File: config.mk
export PLATFORM = sky130hd
export DESIGN_NAME = readout_sequencer
export DESIGN_NICKNAME = d
export VERILOG_FILES = /design/src/rtl/readout_pkg.sv /design/src/rtl/seq_timer.sv /design/src/rtl/readout_sequencer.sv
export SDC_FILE = /design/constraint.sdc
export NUM_CORES = 1
export LEC_CHECK = 0
export CAP_MARGIN = 25
export CORE_ASPECT_RATIO = 1.4
export CORE_UTILIZATION = 48
export CTS_CLUSTER_DIAMETER = 50
export DETAILED_ROUTE_END_ITERATION = 10
export PLACE_DENSITY = 0.86
export REMOVE_ABC_BUFFERS = 1
export SLEW_MARGIN = 20
export SYNTH_ARGS = -nofsm -noshare
export SYNTH_HDL_FRONTEND = slang
export SYNTH_SLANG_ARGS = --single-unit
File: constraint.sdc
create_clock -name CLK -period 3 [get_ports CLK]
set_clock_uncertainty 0.15 [all_clocks]
set_input_delay 0.45 -clock CLK [delete_from_list [all_inputs] [get_ports CLK]]
set_output_delay 0.45 -clock CLK [all_outputs]
set_load 0.1 [all_outputs]
File: src/rtl/readout_pkg.sv
// Shared definitions for the readout sequencer: state encoding and timing defaults.
package readout_pkg;

  localparam int TMO_CYC_DEF    = 63;
  localparam int SETTLE_CYC_DEF = 4;
  localparam int TMR_W          = 16;

  typedef enum logic [3:0] {
    IDLE,
    ARM,
    RST_REQ,
    RST_WAIT,
    INTEG,
    FREEZE,
    CLR,
    ADC,
    ADC_WAIT,
    MSET,
    MSET_WAIT,
    SETTLE,
    DONE
  } seq_state_e;

endpackage

File: src/rtl/seq_timer.sv
// Loadable down-counter with zero flag, shared by integration, timeout and settle timing.
module seq_timer
  import readout_pkg::*;
#(
  parameter int W = TMR_W
) (
  input  logic         CLK,
  input  logic         NRST_X,
  input  logic         LOAD,
  input  logic [W-1:0] LOAD_VAL,
  input  logic         DEC,
  output logic         ZERO
);

  logic [W-1:0] cnt;

  // Load wins over decrement; the count parks at zero.
  always_ff @(posedge CLK or negedge NRST_X) begin
    if (!NRST_X) begin
      cnt <= '0;
    end else if (LOAD) begin
      cnt <= LOAD_VAL;
    end else if (DEC && (cnt != '0)) begin
      cnt <= cnt - W'(1);
    end
  end

  assign ZERO = (cnt == '0);

endmodule

File: src/rtl/readout_sequencer.sv
// Frame sequencer: pixel reset, integration, then ADC readout of each memory in turn.
//
// state     | meaning
// IDLE      | waiting for START
// ARM       | store window opened
// RST_REQ   | one-cycle pixel reset request
// RST_WAIT  | waiting for PIX_END, busy/timeout watch
// INTEG     | integration countdown
// FREEZE    | store window closed
// CLR       | clear memory select
// ADC       | one-cycle conversion request
// ADC_WAIT  | waiting for ADC_ACK
// MSET      | one-cycle memory select advance
// MSET_WAIT | waiting for MEM_SET_DONE, timeout watch
// SETTLE    | settle delay before next conversion
// DONE      | end-of-frame pulse, frame counter bump
module readout_sequencer
  import readout_pkg::*;
#(
  parameter int SETTLE_CYC = SETTLE_CYC_DEF,
  parameter int TMO_CYC    = TMO_CYC_DEF
) (
  input  logic        CLK,
  input  logic        NRST_X,
  input  logic        START,
  input  logic        ABORT,
  input  logic        CONT_MODE,
  input  logic [15:0] INTEG_TIME,
  input  logic        PIX_RESET_BUSY,
  input  logic        PIX_END,
  input  logic        MEM_SET_DONE,
  input  logic        LAST_MEM,
  input  logic        ADC_ACK,
  output logic        PIX_STORE,
  output logic        PIX_RESET,
  output logic        MEM_SET_EN,
  output logic        MEM_SET_CLR,
  output logic        ADC_REQ,
  output logic        BUSY,
  output logic        FRAME_DONE,
  output logic        ERR,
  output logic [15:0] FRAME_CNT
);

  localparam logic [TMR_W-1:0] TMO_LD    = 16'(TMO_CYC);
  // SETTLE is skipped entirely when SETTLE_CYC is 0, so the load value only matters above 0.
  localparam logic [TMR_W-1:0] SETTLE_LD = (SETTLE_CYC > 0) ? 16'(SETTLE_CYC - 1) : 16'd0;

  seq_state_e       state, state_nxt;
  logic             tmr_load, tmr_dec, tmr_zero;
  logic [TMR_W-1:0] tmr_val;
  logic             tmo_err;
  logic [1:0]       busy_win;
  logic             busy_seen;
  logic             busy_miss;
  logic [15:0]      frame_cnt_q;

  assign FRAME_CNT = frame_cnt_q;

  // Third RST_WAIT cycle with no sign of the pixel controller having started.
  assign busy_miss = (busy_win == 2'd0) && !busy_seen && !PIX_RESET_BUSY;

  seq_timer #(.W(TMR_W)) u_timer (
    .CLK      (CLK),
    .NRST_X   (NRST_X),
    .LOAD     (tmr_load),
    .LOAD_VAL (tmr_val),
    .DEC      (tmr_dec),
    .ZERO     (tmr_zero)
  );

  // Next-state decode; ABORT overrides everything and never raises ERR.
  always_comb begin
    state_nxt = state;
    tmo_err   = 1'b0;
    case (state)
      IDLE:      if (START) state_nxt = ARM;
      ARM:       state_nxt = RST_REQ;
      RST_REQ:   state_nxt = RST_WAIT;
      RST_WAIT: begin
        if (PIX_END) begin
          state_nxt = INTEG;
        end else if (tmr_zero || busy_miss) begin
          tmo_err   = 1'b1;
          state_nxt = IDLE;
        end
      end
      INTEG:     if (tmr_zero) state_nxt = FREEZE;
      FREEZE:    state_nxt = CLR;
      CLR:       state_nxt = ADC;
      ADC:       state_nxt = ADC_WAIT;
      ADC_WAIT:  if (ADC_ACK) state_nxt = LAST_MEM ? DONE : MSET;
      MSET:      state_nxt = MSET_WAIT;
      MSET_WAIT: begin
        if (MEM_SET_DONE) begin
          state_nxt = (SETTLE_CYC == 0) ? ADC : SETTLE;
        end else if (tmr_zero) begin
          tmo_err   = 1'b1;
          state_nxt = IDLE;
        end
      end
      SETTLE:    if (tmr_zero) state_nxt = ADC;
      DONE:      state_nxt = CONT_MODE ? ARM : IDLE;
      default:   state_nxt = IDLE;
    endcase
    if (ABORT) begin
      state_nxt = IDLE;
      tmo_err   = 1'b0;
    end
  end

  // Timer is loaded on entry to a timed state and counts down while the state holds.
  always_comb begin
    tmr_load = 1'b0;
    tmr_val  = '0;
    tmr_dec  = 1'b0;
    if (state_nxt != state) begin
      case (state_nxt)
        RST_WAIT, MSET_WAIT: begin
          tmr_load = 1'b1;
          tmr_val  = TMO_LD;
        end
        INTEG: begin
          tmr_load = 1'b1;
          tmr_val  = INTEG_TIME;
        end
        SETTLE: begin
          tmr_load = 1'b1;
          tmr_val  = SETTLE_LD;
        end
        default: ;
      endcase
    end else begin
      tmr_dec = 1'b1;
    end
  end

  // State register with outputs decoded from the next state so they line up with it.
  always_ff @(posedge CLK or negedge NRST_X) begin
    if (!NRST_X) begin
      state       <= IDLE;
      PIX_STORE   <= 1'b0;
      PIX_RESET   <= 1'b0;
      MEM_SET_EN  <= 1'b0;
      MEM_SET_CLR <= 1'b0;
      ADC_REQ     <= 1'b0;
      BUSY        <= 1'b0;
      FRAME_DONE  <= 1'b0;
      ERR         <= 1'b0;
      frame_cnt_q <= 16'd0;
      busy_win    <= 2'd0;
      busy_seen   <= 1'b0;
    end else begin
      state       <= state_nxt;
      PIX_STORE   <= state_nxt inside {ARM, RST_REQ, RST_WAIT, INTEG};
      PIX_RESET   <= (state_nxt == RST_REQ);
      MEM_SET_EN  <= (state_nxt == MSET);
      MEM_SET_CLR <= (state_nxt == CLR);
      ADC_REQ     <= (state_nxt == ADC);
      BUSY        <= (state_nxt != IDLE);
      FRAME_DONE  <= (state_nxt == DONE);
      if (state_nxt == DONE) begin
        frame_cnt_q <= frame_cnt_q + 16'd1;
      end
      if (tmo_err) begin
        ERR <= 1'b1;
      end else if ((state == IDLE) && START && !ABORT) begin
        ERR <= 1'b0;
      end
      if (state != RST_WAIT) begin
        busy_win  <= 2'd2;
        busy_seen <= 1'b0;
      end else begin
        if (busy_win != 2'd0) busy_win <= busy_win - 2'd1;
        if (PIX_RESET_BUSY) busy_seen <= 1'b1;
      end
    end
  end

endmodule
==> results.py, run 1 <==
metrics = {
    "run_status": {
        "status": "finished, final reports clean",
    },
    "setup_path": {
        "start_kind": "flop",
        "path_class": "reg2reg",
        "setup.worst_path.end_class": "flop",
        "cp_max_fo": 13,
        "worstPathArrival_ns": 3.05,
        "critPathRequiredTime_ns": 3.06,
    },
    "final_layout": {
        "diodes": 0,
        "final_area_sq_um": 3720,
        "syn_to_final_growth_pct": 30.1,
        "nets": 408,
        "final-seq-area_sq_um": 1180,
        "layout-drive-gt1-share": 0.235,
        "nFillCells": 453,
        "multi_input_area_sq_um": 1590,
        "fin_util": 0.663,
    },
    "clock_network": {
        "clock_sinks": 47,
        "cts_max_level": 2,
        "root_buffer": "clkbuf_8",
        "cts_buffers": 5,
        "post-cts-setup-buffers": 0,
        "clk_pin_slew_worst_paths_ns": 0.10,
        "cts_tree": "yes",
        "clockBufferDepth": 2,
        "clk_latency_ns": 0.31,
    },
    "pwr": {
        "combPwrFrac": 0.393,
        "irDropWorstVdd_mv": 0.415,
        "seqPwrFrac": 0.389,
        "clkPwrFrac": 0.218,
        "p_leak_nw": 1.67,
        "p_per_area_nw_per_um2": 583,
        "intPower_mw": 1.36,
        "switching_share": 0.373,
        "net-switching-power_uw": 809,
    },
    "logic_synthesis": {
        "ys_seq_area_frac": 0.412,
        "async_flop_share": 1.00,
        "synth_common_cells": "47 x dfrtp_1, 34 x nand2_1, 30 x nor2_1",
        "ys_seq_elements": 47,
        "post_synth.cell_area_avg_sq_um": 9.36,
        "synth_flop_cell": "dfrtp_1",
        "synth_fa_ha_area_frac": 0.0175,
        "synth_cell_types": 67,
        "yosysWarnings": 0,
        "synth_xor_area_frac": 0.0855,
        "synth_top_family_by_area": "simple AND/OR/NAND/NOR gates",
        "yosysTopAreaCell": "dfrtp_1",
        "synthSimpleGateAreaFrac": 0.238,
        "netlist_area_sq_um": 2860,
        "synthMuxAreaShare": 0.0320,
        "syn_inst": 305,
        "synth_compound_area_frac": 0.174,
        "yosysMostFrequentCell": "dfrtp_1",
        "synth-edff-count": 0,
        "synthTopCellsByArea": "dfrtp_1 41%, nand2_1 4.5%, xnor2_1 4.3%",
        "synth_top_area_share": 0.412,
    },
    "global_route": {
        "grtUsageMet2": 0.448,
        "grt_pass1_wl_microns": 11900,
        "first_global_vias": 2705,
        "grt-busiest-layer": "met2",
        "grt_max_degree": 34,
        "antenna_found_initial": 0,
        "grt_util_met1": 0.267,
        "gr-usage-met3": 0.0390,
        "grt.total_usage": 0.250,
        "grt-ovfl-total": 0,
    },
    "timing": {
        "slew-limit-headroom": 0.528,
        "fmax_ghz": 0.335,
        "worst_pin_slew_ns": 0.708,
        "finalMaxSlewViolations": 0,
        "fin_crit_ns": 2.99,
        "whs_ns": 0.0372,
        "hold_viol": 0,
        "period_share": 0.996,
        "setup_viol": 0,
    },
    "detailed_routing": {
        "wl_microns": 7750,
        "drtIter0Drc": 173,
        "vias": 2712,
        "drc": 0,
        "antenna_left": 0,
        "viasPerCell": 6.07,
        "drt-wirelength-per-cell_microns": 17.3,
        "dr.pass1.iters": 4,
    },
    "place": {
        "place_congestion": 0.885,
        "hpwl_microns": 5310,
        "place_area_sq_um": 3540,
        "portBuffers": 49,
    },
    "floorplanning": {
        "die_area_sq_um": 6270,
        "start_util": 0.509,
        "core_area_sq_um": 5610,
        "ios": 50,
        "die_h_microns": 93.3,
        "die_x_microns": 67.2,
        "rows": 32,
    },
    "flow_run": {
        "cap_violations": 0,
    },
    "min_path": {
        "hp-class": "in2async",
    },
}
## logic make-up after synthesis
| kind of cell | Yosys count |
|---|---|
| AO/OA/AOI/OAI | 67 |
| XOR/XNOR | 27 |
| multiplexers | 9 |
| buffers and inverters | 24 |
| flip-flops | 47 |
| AND/OR/NAND/NOR | 127 |
| adder cells (fa/ha/maj) | 4 |
## per-layer routing
layer  up-vias  part of all wire
met1      1321              0.38
met2       103              0.53
met3        35             0.042
met4         0             0.045
met5         -                 0
li1       1253                 -
## layout make-up
class                      count  area share
clock inverter                 3      0.0125
multi-input combinational    234       0.429
clock buffer                   5      0.0185
tap                           68      0.0229
inverter                       9     0.00909
sequential                    47       0.316
timing repair buffer          81       0.192
## metrics by stage
| step | std cells | setup WS [ns] | TNS (ns) | power (mW) |
|---|---|---|---|---|
| after global placement | 438 | -0.0429 | -0.0937 | 1.59 |
| after floorplan | 290 | -0.120 | -1.15 | 1.33 |
| after CTS | 446 | 0.0326 | 0 | 2.09 |
| final | 447 | 0.0120 | 0 | 2.17 |
| after detailed placement | 438 | -0.0586 | -0.148 | 1.61 |
| after global routing | 447 | -0.0650 | -0.145 | 2.28 |
## state kept, by name (all words and copies together) (netlist names), 2 cells and up
name	flops
FRAME_CNT	16
busy_win	2
state	4
u_timer.cnt	16
## power groups by stage
stage          logic (mW)  registers (mW)  clock network, mW
2_1_floorplan       0.443           0.888                  0
4_1_cts             0.783           0.826              0.476
3_3_place_gp        0.751           0.835                  0
3_5_place_dp        0.775           0.838                  0
6_report            0.851           0.843              0.472
5_1_grt             0.923           0.854              0.502
## final timing paths
kind	from	to	slack [ns]	cells after the start
max reg2reg	u_timer.cnt[11]$_DFFE_PN0P_	u_timer.cnt[6]$_DFFE_PN0P_	0.01	9
max in group asynchronous	NRST_X	state[3]$_DFF_PN0_	2.06	2
min reg2reg	FRAME_CNT[7]$_DFFE_PN0P_	FRAME_CNT[7]$_DFFE_PN0P_	0.34	1
max	u_timer.cnt[11]$_DFFE_PN0P_	u_timer.cnt[6]$_DFFE_PN0P_	0.01	9
min	NRST_X	PIX_RESET$_DFF_PN0_	0.04	1
min in group CLK	FRAME_CNT[7]$_DFFE_PN0P_	FRAME_CNT[7]$_DFFE_PN0P_	0.34	1
## layout by cell type, fill, tap and decap left out, types with 5 or more instances in the layout
cell	count
nand2_1	34
nor2_1	29
mux2i_1	8
nand2b_1	5
clkbuf_8	5
inv_1	9
nand3_1	8
a31oi_1	7
xnor2_1	14
xor2_1	12
and3_1	5
dfrtp_1	47
buf_4	52
nor3_1	7
clkdlybuf4s50_1	24
a21oi_1	15
o21ai_0	8
## critical path, cell delays in order, from the launching register on
cell and delay, ns:
dfrtp_1 0.41, or4_4 0.53, or4_4 0.52, o31ai_4 0.24, buf_6 0.16, and3_1 0.21, o311a_4 0.24, buf_12 0.15
a31oi_1 0.06, a22oi_1 0.22
## timing repair
action	4_1_cts	5_1_grt
endpoints found under the setup margin	0	22
endpoints found under the hold margin	0	0
hold buffers	0	0
resized for setup	0	9
Note: power is estimated with default switching activity, not from simulation.
==> run 2: changes to the inputs <==
--- a/config.mk
+++ b/config.mk
@@ -6,4 +6,5 @@
 export NUM_CORES = 1
 export LEC_CHECK = 0
+export ABC_CLOCK_PERIOD_IN_PS = 2600
 export CAP_MARGIN = 25
 export CORE_ASPECT_RATIO = 1.4
==> constraint.sdc (replaced) <==
create_clock -name CLK -period 2.6 [get_ports CLK]
set_clock_uncertainty 0.15 [all_clocks]
set_input_delay 0.39 -clock CLK [delete_from_list [all_inputs] [get_ports CLK]]
set_output_delay 0.39 -clock CLK [all_outputs]
set_load 0.01 [all_outputs]
==> results.py, run 2 (same netlist as run 1, synthesis figures left out) <==
metrics = {
    "run_status": {
        "status": "complete, but fails checks",
        "violations": "setup timing",
    },
    "timing": {
        "setup_viol": 37,
        "fmax_ghz": 0.312,
        "worst_slack_ns": -0.601,
        "hold_viol": 0,
        "slew-limit-headroom": 0.602,
        "period_share": 1.23,
        "finalMaxSlewViolations": 0,
        "fin_crit_ns": 3.20,
        "rsz0062_at_grt": "true",
        "worst_pin_slew_ns": 0.597,
    },
    "detailed_routing": {
        "drc": 0,
        "drt-wirelength-per-cell_microns": 23.5,
        "drtIter0Drc": 388,
        "dr.pass1.iters": 5,
        "viasPerCell": 6.43,
        "wl_microns": 11900,
        "vias": 3256,
        "antenna_left": 0,
    },
    "place": {
        "place_area_sq_um": 3930,
        "placedCellCount": 482,
        "pre_cts_slack_ns": -0.465,
        "portBuffers": 49,
        "hpwl_microns": 5940,
        "place_congestion": 0.913,
    },
    "pwr": {
        "clkPwrFrac": 0.165,
        "intPower_mw": 1.81,
        "p_leak_nw": 2.03,
        "irDropWorstVdd_mv": 0.693,
        "seqPwrFrac": 0.318,
        "net-switching-power_mw": 1.17,
        "total_power_mw": 2.98,
        "combPwrFrac": 0.517,
        "p_per_area_nw_per_um2": 655,
        "switching_share": 0.392,
    },
    "clock_network": {
        "clk_pin_slew_worst_paths_ns": 0.09,
        "clock_sinks": 47,
        "cts_tree": "yes",
        "cts_max_level": 2,
        "root_buffer": "clkbuf_8",
        "clockBufferDepth": 2,
        "clk_latency_ns": 0.32,
        "cts_buffers": 5,
    },
    "setup_path": {
        "path_class": "reg2reg",
        "cp_max_fo": 7,
        "setup.worst_path.end_class": "flop",
        "critPathRequiredTime_ns": 2.68,
        "worstPathArrival_ns": 3.28,
        "start_kind": "flop",
    },
    "global_route": {
        "first_global_vias": 3169,
        "grt_pass1_wl_microns": 15400,
        "grt-ovfl-total": 0,
        "grt.total_usage": 0.331,
        "grt_max_degree": 48,
        "antenna_found_initial": 0,
    },
    "final_layout": {
        "final_cell_mix": "75 x buf_4, 48 x clkdlybuf4s50_1, 47 x dfrtp_1",
        "diodes": 0,
        "layout-drive-gt1-share": 0.372,
        "nets": 467,
        "fin_util": 0.810,
        "final_area_sq_um": 4540,
        "final_common_cell": "buf_4",
        "nFillCells": 303,
        "syn_to_final_growth_pct": 59.1,
        "fin_cells": 506,
    },
    "floorplanning": {
        "start_util": 0.509,
        "die_area_sq_um": 6270,
        "rows": 32,
        "die_h_microns": 93.3,
        "core_area_sq_um": 5610,
        "ios": 50,
        "die_x_microns": 67.2,
    },
    "min_path": {
        "hp-class": "in2async",
    },
    "flow_run": {
        "cap_violations": 0,
    },
}
## run 2: what timing repair did
action / 4_1_cts / 5_1_grt
buffers inserted: 8 / 7
hold buffers: 0 / 0
pin swaps: 12 / 18
setup endpoints to repair: 30 / 35
resized for setup: 27 / 48
cloned: 1 / 1
## run 2: critical path, cell delays in order, from the launching register on
cell,delay (ns)
dfrtp_1,0.40
or4_4,0.55
or4_4,0.53
o31ai_4,0.38
buf_6,0.16
and3_4,0.19
o311a_4,0.23
buf_16,0.14
buf_8,0.13
mux2i_1,0.23
## run 2: area by class of cell
| cell class | instances | area (sq um) | area share |
|---|---|---|---|
| clock inverters | 2 | 13.8 | 0.00303 |
| flip-flops and latches | 47 | 1180 | 0.259 |
| multi-input cells | 234 | 1870 | 0.412 |
| inverters | 9 | 33.8 | 0.00744 |
| clock buffers | 6 | 82.6 | 0.0182 |
| repair buffers | 140 | 1280 | 0.282 |
| well taps | 68 | 85.1 | 0.0187 |
## run 2: final timing paths
kind                                            start                          end  slack (ns)  cells after the start
min in group CLK             FRAME_CNT[6]$_DFFE_PN0P_     FRAME_CNT[6]$_DFFE_PN0P_        0.38                      1
max in group asynchronous                      NRST_X          PIX_RESET$_DFF_PN0_        1.89                      2
setup reg to reg           u_timer.cnt[2]$_DFFE_PN0P_   u_timer.cnt[9]$_DFFE_PN0P_       -0.60                      9
hold / removal                                 NRST_X  u_timer.cnt[14]$_DFFE_PN0P_      0.0003                      2
hold reg to reg              FRAME_CNT[6]$_DFFE_PN0P_     FRAME_CNT[6]$_DFFE_PN0P_        0.38                      1
setup / recovery           u_timer.cnt[2]$_DFFE_PN0P_   u_timer.cnt[9]$_DFFE_PN0P_       -0.60                      9
## run 2: through the flow
stage	hold WS, ns	setup TNS (ns)
2_1_floorplan	-0.0556	-8.12
3_3_place_gp	0.311	-7.42
3_5_place_dp	0.343	-9.62
4_1_cts	0.0346	-5.72
5_1_grt	0.0603	-18.28
6_report	0.000296	-15.09
## run 2: layer usage
| metal | GRT usage | share of wire | up-vias | wire, microns |
|---|---|---|---|---|
| met2 | 0.573 | 0.51 | 232 | 6080 |
| met5 | 0 | 0 | - | 0 |
| met1 | 0.370 | 0.34 | 1576 | 4070 |
| met3 | 0.0427 | 0.071 | 78 | 848 |
| met4 | 0.211 | 0.076 | 0 | 909 |
| li1 | - | - | 1370 | - |
## run 2: power by group through the flow
| stage | combinational, mW | sequential [mW] | clock (mW) |
|---|---|---|---|
| floorplan | 0.511 | 0.956 | 0 |
| global placement | 1.04 | 0.926 | 0 |
| detailed placement | 1.08 | 0.934 | 0 |
| CTS | 1.16 | 0.921 | 0.478 |
| global route | 1.60 | 0.951 | 0.523 |
| finish | 1.54 | 0.946 | 0.491 |
==> edit 1, RTL diff (config.mk and constraints of run 2) <==
Put one more register stage on the output `FRAME_CNT`, with the module's reset. The value now appears one clock later. The other outputs are not delayed to match.
--- a/src/rtl/readout_sequencer.sv
+++ b/src/rtl/readout_sequencer.sv
@@ -55,7 +55,13 @@
   logic             busy_miss;
   logic [15:0]      frame_cnt_q;
 
-  assign FRAME_CNT = frame_cnt_q;
+  always_ff @(posedge CLK or negedge NRST_X) begin
+    if (!NRST_X) begin
+      FRAME_CNT <= '0;
+    end else begin
+      FRAME_CNT <= frame_cnt_q;
+    end
+  end
 
   // Third RST_WAIT cycle with no sign of the pixel controller having started.
   assign busy_miss = (busy_win == 2'd0) && !busy_seen && !PIX_RESET_BUSY;
Behaviour: not the same (Yosys sat finds a counterexample within 10 cycles, from zero or initial values and one cycle with NRST_X low).
==> edit 1 against run 2 <==
- the flow still finishes with violations (negative setup slack)
- power rose by 25%
- global-route usage down 1.4 points
- sequential cell count grew 16
- cell area up 19%
- setup slack better by 99 ps
- wire length increased by 4.5%
- sequential share of layout area rose by 3.2 points
- area after synthesis is 14% higher
- via count rose by 7.5%
- largest power group unchanged
==> edit 1: results (changes against run 2) <==
status finished with violations; failing checks negative setup slack; RePlAce Congestion 0.896 (-1.8%); worst path arrival time 3180 ps (-100 ps); drt wl/cell 22.0 um (-6.4%); number of global-route vias before repair 3417 (+7.8%); Setup TNS -9650 ps (+5440 ps); Synth cell types 60 (-10%); mux contribution to synthesized area 0.00998 (-0.0220); H-tree Lvls 3 (+1); Nets 516 (+10%); M2 GR Usage 0.540 (-0.0334); worst-skew pair later-pin latency 360 ps (+40 ps); maximum vdd drop 0.459 mV (-34%); global-route wire length before repair 17000 um (+10%); Flop pwr share 0.327 (+0.009); Sw Share 0.343 (-0.0496); count of placed standard cells including taps 514 (+6.6%); asr flop ratio synth 1.00 (unchanged); met3 wire length 686 um (-19%); CTS clk-pin slew, worst paths 90 ps (about the same); met2 wire len 6490 um (+6.8%); Placed Instance Area 4420 sq um (+12%); Synth Area in XOR/XNOR 0.0753 (-0.0102); First-pass DRT Iterations 6 (+1); total power 3.72 mW (+25%); Fillers 310 (+2.3%); syn_area_per_cell 10.2 sq um (+8.8%); Max Root-Sink Buffers 2 (unchanged); complex-gate fraction of the synthesized area 0.142 (-0.0319); P_comb 1.50 mW (-3%); PortBufs 49 (unchanged); headroom to the max-slew limit 0.552 (-0.0497); Seq/Total Area, Yosys 0.484 (+0.0720); Final Worst Setup Slack -502 ps (+99.3 ps); Synth area leaders dfrtp_1 (48%), xnor2_1 (6.5%), a21oi_1 (4.0%); GR Util met1 0.340 (-0.0305); fraction of layout cells with a size suffix above 1 0.444 (+0.0718); largest net degree at the start of global routing 32 (-33%); GRT Total Usage 0.317 (-0.0143); initial antenna violation count 1 (+1); top post-synthesis cells by count dfrtp_1 (63), nor2_1 (29), a21oi_1 (26); Final setup viols 35 (-5.4%); adder-cell share of the synthesized area 0.0154 (-0.00217); leakage 2.44 nW (+20%); met3 GRT Util 0.0618 (+0.0191); worst hold path class flip-flop to flip-flop; HPWL Detailed 6090 um (+2.5%); WL final 12400 um (+4.5%); met1 wire length 4420 um (+8.6%); diode count 0 (unchanged); max layer used met5; Via density 6.20 (-3.7%); yosys warns 0 (unchanged); dpl ws -365 ps (+99.8 ps); initial DRC count 361 (-7.0%); number of buffers created by CTS 9 (+4); crit path max fanout 4 (-3)
## edit 1: changes by cell type after synthesis, moves of 4 or more
cell / before / now
a211oi_1: 3 / 11
a21oi_1: 15 / 26
a31oi_1: 7 / 0
and2_1: 3 / 7
and3_1: 5 / 9
dfrtp_1: 47 / 63
mux2i_1: 8 / 1
nand2_1: 34 / 24
nor3_2: 0 / 5
nor4_1: 4 / 13
o21ai_0: 8 / 4
xnor2_1: 14 / 24
xor2_1: 12 / 4
## edit 1: repair_timing
item	CTS	global route
setup buffers	17	19
setup endpoints to repair	32	35
hold buffers	1	0
endpoints found under the hold margin	29	0
cloned	1	1
gates resized for setup	36	69
pin swaps	13	32
## edit 1: critical path, stage by stage, from the launching register on
cell,delay [ps]
dfrtp_1,420
inv_2,90
ha_4,120
or4b_4,500
nor3_4,250
buf_6,150
o211ai_4,100
nor4_4,300
buf_4,170
o22ai_4,90
and2_4,210
nor4_4,420
## edit 1: layout make-up
type                       instances  area [sq um]  share of cell area
clock buffer                       9           124              0.0229
tap                               74          92.6              0.0171
multi-input combinational        237          1980               0.366
inverter                           6          22.5             0.00416
timing repair buffer             169          1520               0.280
clock inverter                     7           103              0.0189
sequential                        63          1580               0.291
## edit 1: final timing paths
| kind | endpoint | depth (start not counted) | start | slack (ps) |
|---|---|---|---|---|
| max | u_timer.cnt[13] | 11 | u_timer.cnt[0] | -500 |
| min | FRAME_CNT[9] | 0 | frame_cnt_q[9] | 280 |
| max reg2reg | u_timer.cnt[13] | 11 | u_timer.cnt[0] | -500 |
| min reg2reg | FRAME_CNT[9] | 0 | frame_cnt_q[9] | 280 |
| max in group asynchronous | frame_cnt_q[2] | 3 | NRST_X | 1120 |
| min in group asynchronous | state[3] | 2 | NRST_X | 450 |
==> edit 2, RTL diff (flow settings as in run 2) <==
Made on the original files. Reset style: synchronous (`NRST_X`), changed in 2 clocked blocks.
--- a/src/rtl/seq_timer.sv
+++ b/src/rtl/seq_timer.sv
@@ -15,7 +15,7 @@
   logic [W-1:0] cnt;
 
   // Load wins over decrement; the count parks at zero.
-  always_ff @(posedge CLK or negedge NRST_X) begin
+  always_ff @(posedge CLK) begin
     if (!NRST_X) begin
       cnt <= '0;
     end else if (LOAD) begin
--- a/src/rtl/readout_sequencer.sv
+++ b/src/rtl/readout_sequencer.sv
@@ -136,7 +136,7 @@
   end
 
   // State register with outputs decoded from the next state so they line up with it.
-  always_ff @(posedge CLK or negedge NRST_X) begin
+  always_ff @(posedge CLK) begin
     if (!NRST_X) begin
       state       <= IDLE;
       PIX_STORE   <= 1'b0;
Check against the original RTL: differs if NRST_X is asserted again (counterexample within 4 cycles, from zero or initial values and one cycle with NRST_X low); with NRST_X held inactive, the same outputs for 10 cycles.
==> edit 2 against run 2 <==
- the run still ends with negative setup slack left
- wire length decreased by 8.3%
- area after synthesis decreased by 1.4%
- global-route usage increased by 0.060 points
- via count increased by 4.9%
- sequential cell count unchanged
- non-clock buffer count increased by 1
- synthesized cell count increased by 13%
- die area decreased by 1.4%
- setup slack got worse by 44 ps
- cell area decreased by 2.7%
- sequential share of layout area decreased by 4.5 points
- power increased by 25%
- critical path type unchanged
- largest cell class unchanged
- highest routed layer unchanged
==> edit 2: results (changes against run 2) <==
GRT Total Usage 0.332 (+0.000604); GR Util met1 0.353 (-0.0171); CP startpoint u_timer.cnt[1]; initial DRC count 245 (-37%); largest net degree at the start of global routing 25 (-48%); Internal Power 2.13 mW (+18%); status finished with violations; asr flop ratio synth 0 (-1.00); number of global-route vias before repair 3280 (+3.5%); First-pass DRT Iterations 7 (+2); leakage 1.75 nW (-14%); Seq/Total Area, Yosys 0.334 (-0.0777); Synth Flop Type dfxtp_1; Final Worst Setup Slack -645 ps (-44.1 ps); M2 GR Usage 0.578 (+0.00495); global-route wire length before repair 15400 um (+0.22%); R2R cell count 12 (+3); WL final 10900 um (-8.3%); Final setup viols 31 (-16%); top post-synthesis cells by count dfxtp_1 (47), nor2_1 (42), nand2_1 (27); maximum vdd drop 0.742 mV (+7.1%); CP max stage delay 520 ps (-30 ps); Nets 505 (+8.1%); Synth cell types 66 (-1.5%); worst hold path class flip-flop to flip-flop; met3 GRT Util 0.0554 (+0.0127); Critical Path End u_timer.cnt[8]; HPWL Detailed 6770 um (+14%); Synth area leaders dfxtp_1 (33%), nor2_1 (5.6%), xnor2_1 (5.6%); failing checks negative setup slack; vias post-DR 3414 (+4.9%)
## edit 2: final cells by class
type	count	area share
Tap cell	68	0.0193
Inverter	12	0.0102
Multi-Input combinational cell	269	0.463
Clock buffer	5	0.0156
Clock inverter	3	0.00566
Sequential cell	47	0.214
Timing Repair Buffer	141	0.272
## edit 2: worst min-delay path by stage
stage,to,slack (ps),start,cells after the start
after floorplan,busy_win[0],260,busy_win[0],1
after global placement,ERR,310,ERR,2
after detailed placement,ERR,310,ERR,2
after CTS,ERR,320,ERR,2
after global routing,ERR,380,ERR,2
final,ERR,320,ERR,2
## edit 2: kinds of logic after synthesis
family	after synthesis	synth area share
and+or+nand+nor	164	0.321
AOI/OAI and AO/OA	77	0.207
DFF	47	0.334
buffers and inverters	29	0.0449
xor gates and xnor gates	22	0.0684
muxes	3	0.0111
adders and majority gates	3	0.0133
## edit 2: per-stage QoR
stage                     setup slack, ps  power (mW)  hold WS (ps)  instances  setup TNS [ps]
after floorplan                      -583        1.99           260        328           -9240
after global placement               -752        2.74           306        529          -13660
after detailed placement             -907        2.83           306        529          -16140
after CTS                            -463        3.40           318        541           -9740
after global routing                 -691        3.89           376        545          -15810
final                                -645        3.73           320        545          -14230
## edit 2: critical path: cells and delay by family, from the launching register on
family	cells	cell delay (ps)
DFF	1	350
adders and majority gates	1	120
and+or+nand+nor	7	1830
buffers and inverters	3	420
AOI/OAI and AO/OA	1	310
## edit 2: what timing repair did
| item | 4_1_cts | 5_1_grt |
|---|---|---|
| setup buffers | 4 | 5 |
| setup endpoints to repair | 32 | 32 |
| pin swaps | 24 | 26 |
| gates resized for setup | 29 | 36 |
## edit 2: routing by layer
layer | vias up | wire [um]
li1 | 1532 | -
met1 | 1596 | 3800
met2 | 223 | 5690
met3 | 63 | 846
met4 | 0 | 586
met5 | - | 0
## edit 2: power by group through the flow
stage / sequential, mW / clock [mW] / combinational (mW)
2_1_floorplan: 0.974 / 0 / 1.01
3_3_place_gp: 0.941 / 0 / 1.80
3_5_place_dp: 0.948 / 0 / 1.88
4_1_cts: 0.944 / 0.460 / 2.00
5_1_grt: 0.973 / 0.499 / 2.42
6_report: 0.964 / 0.476 / 2.29
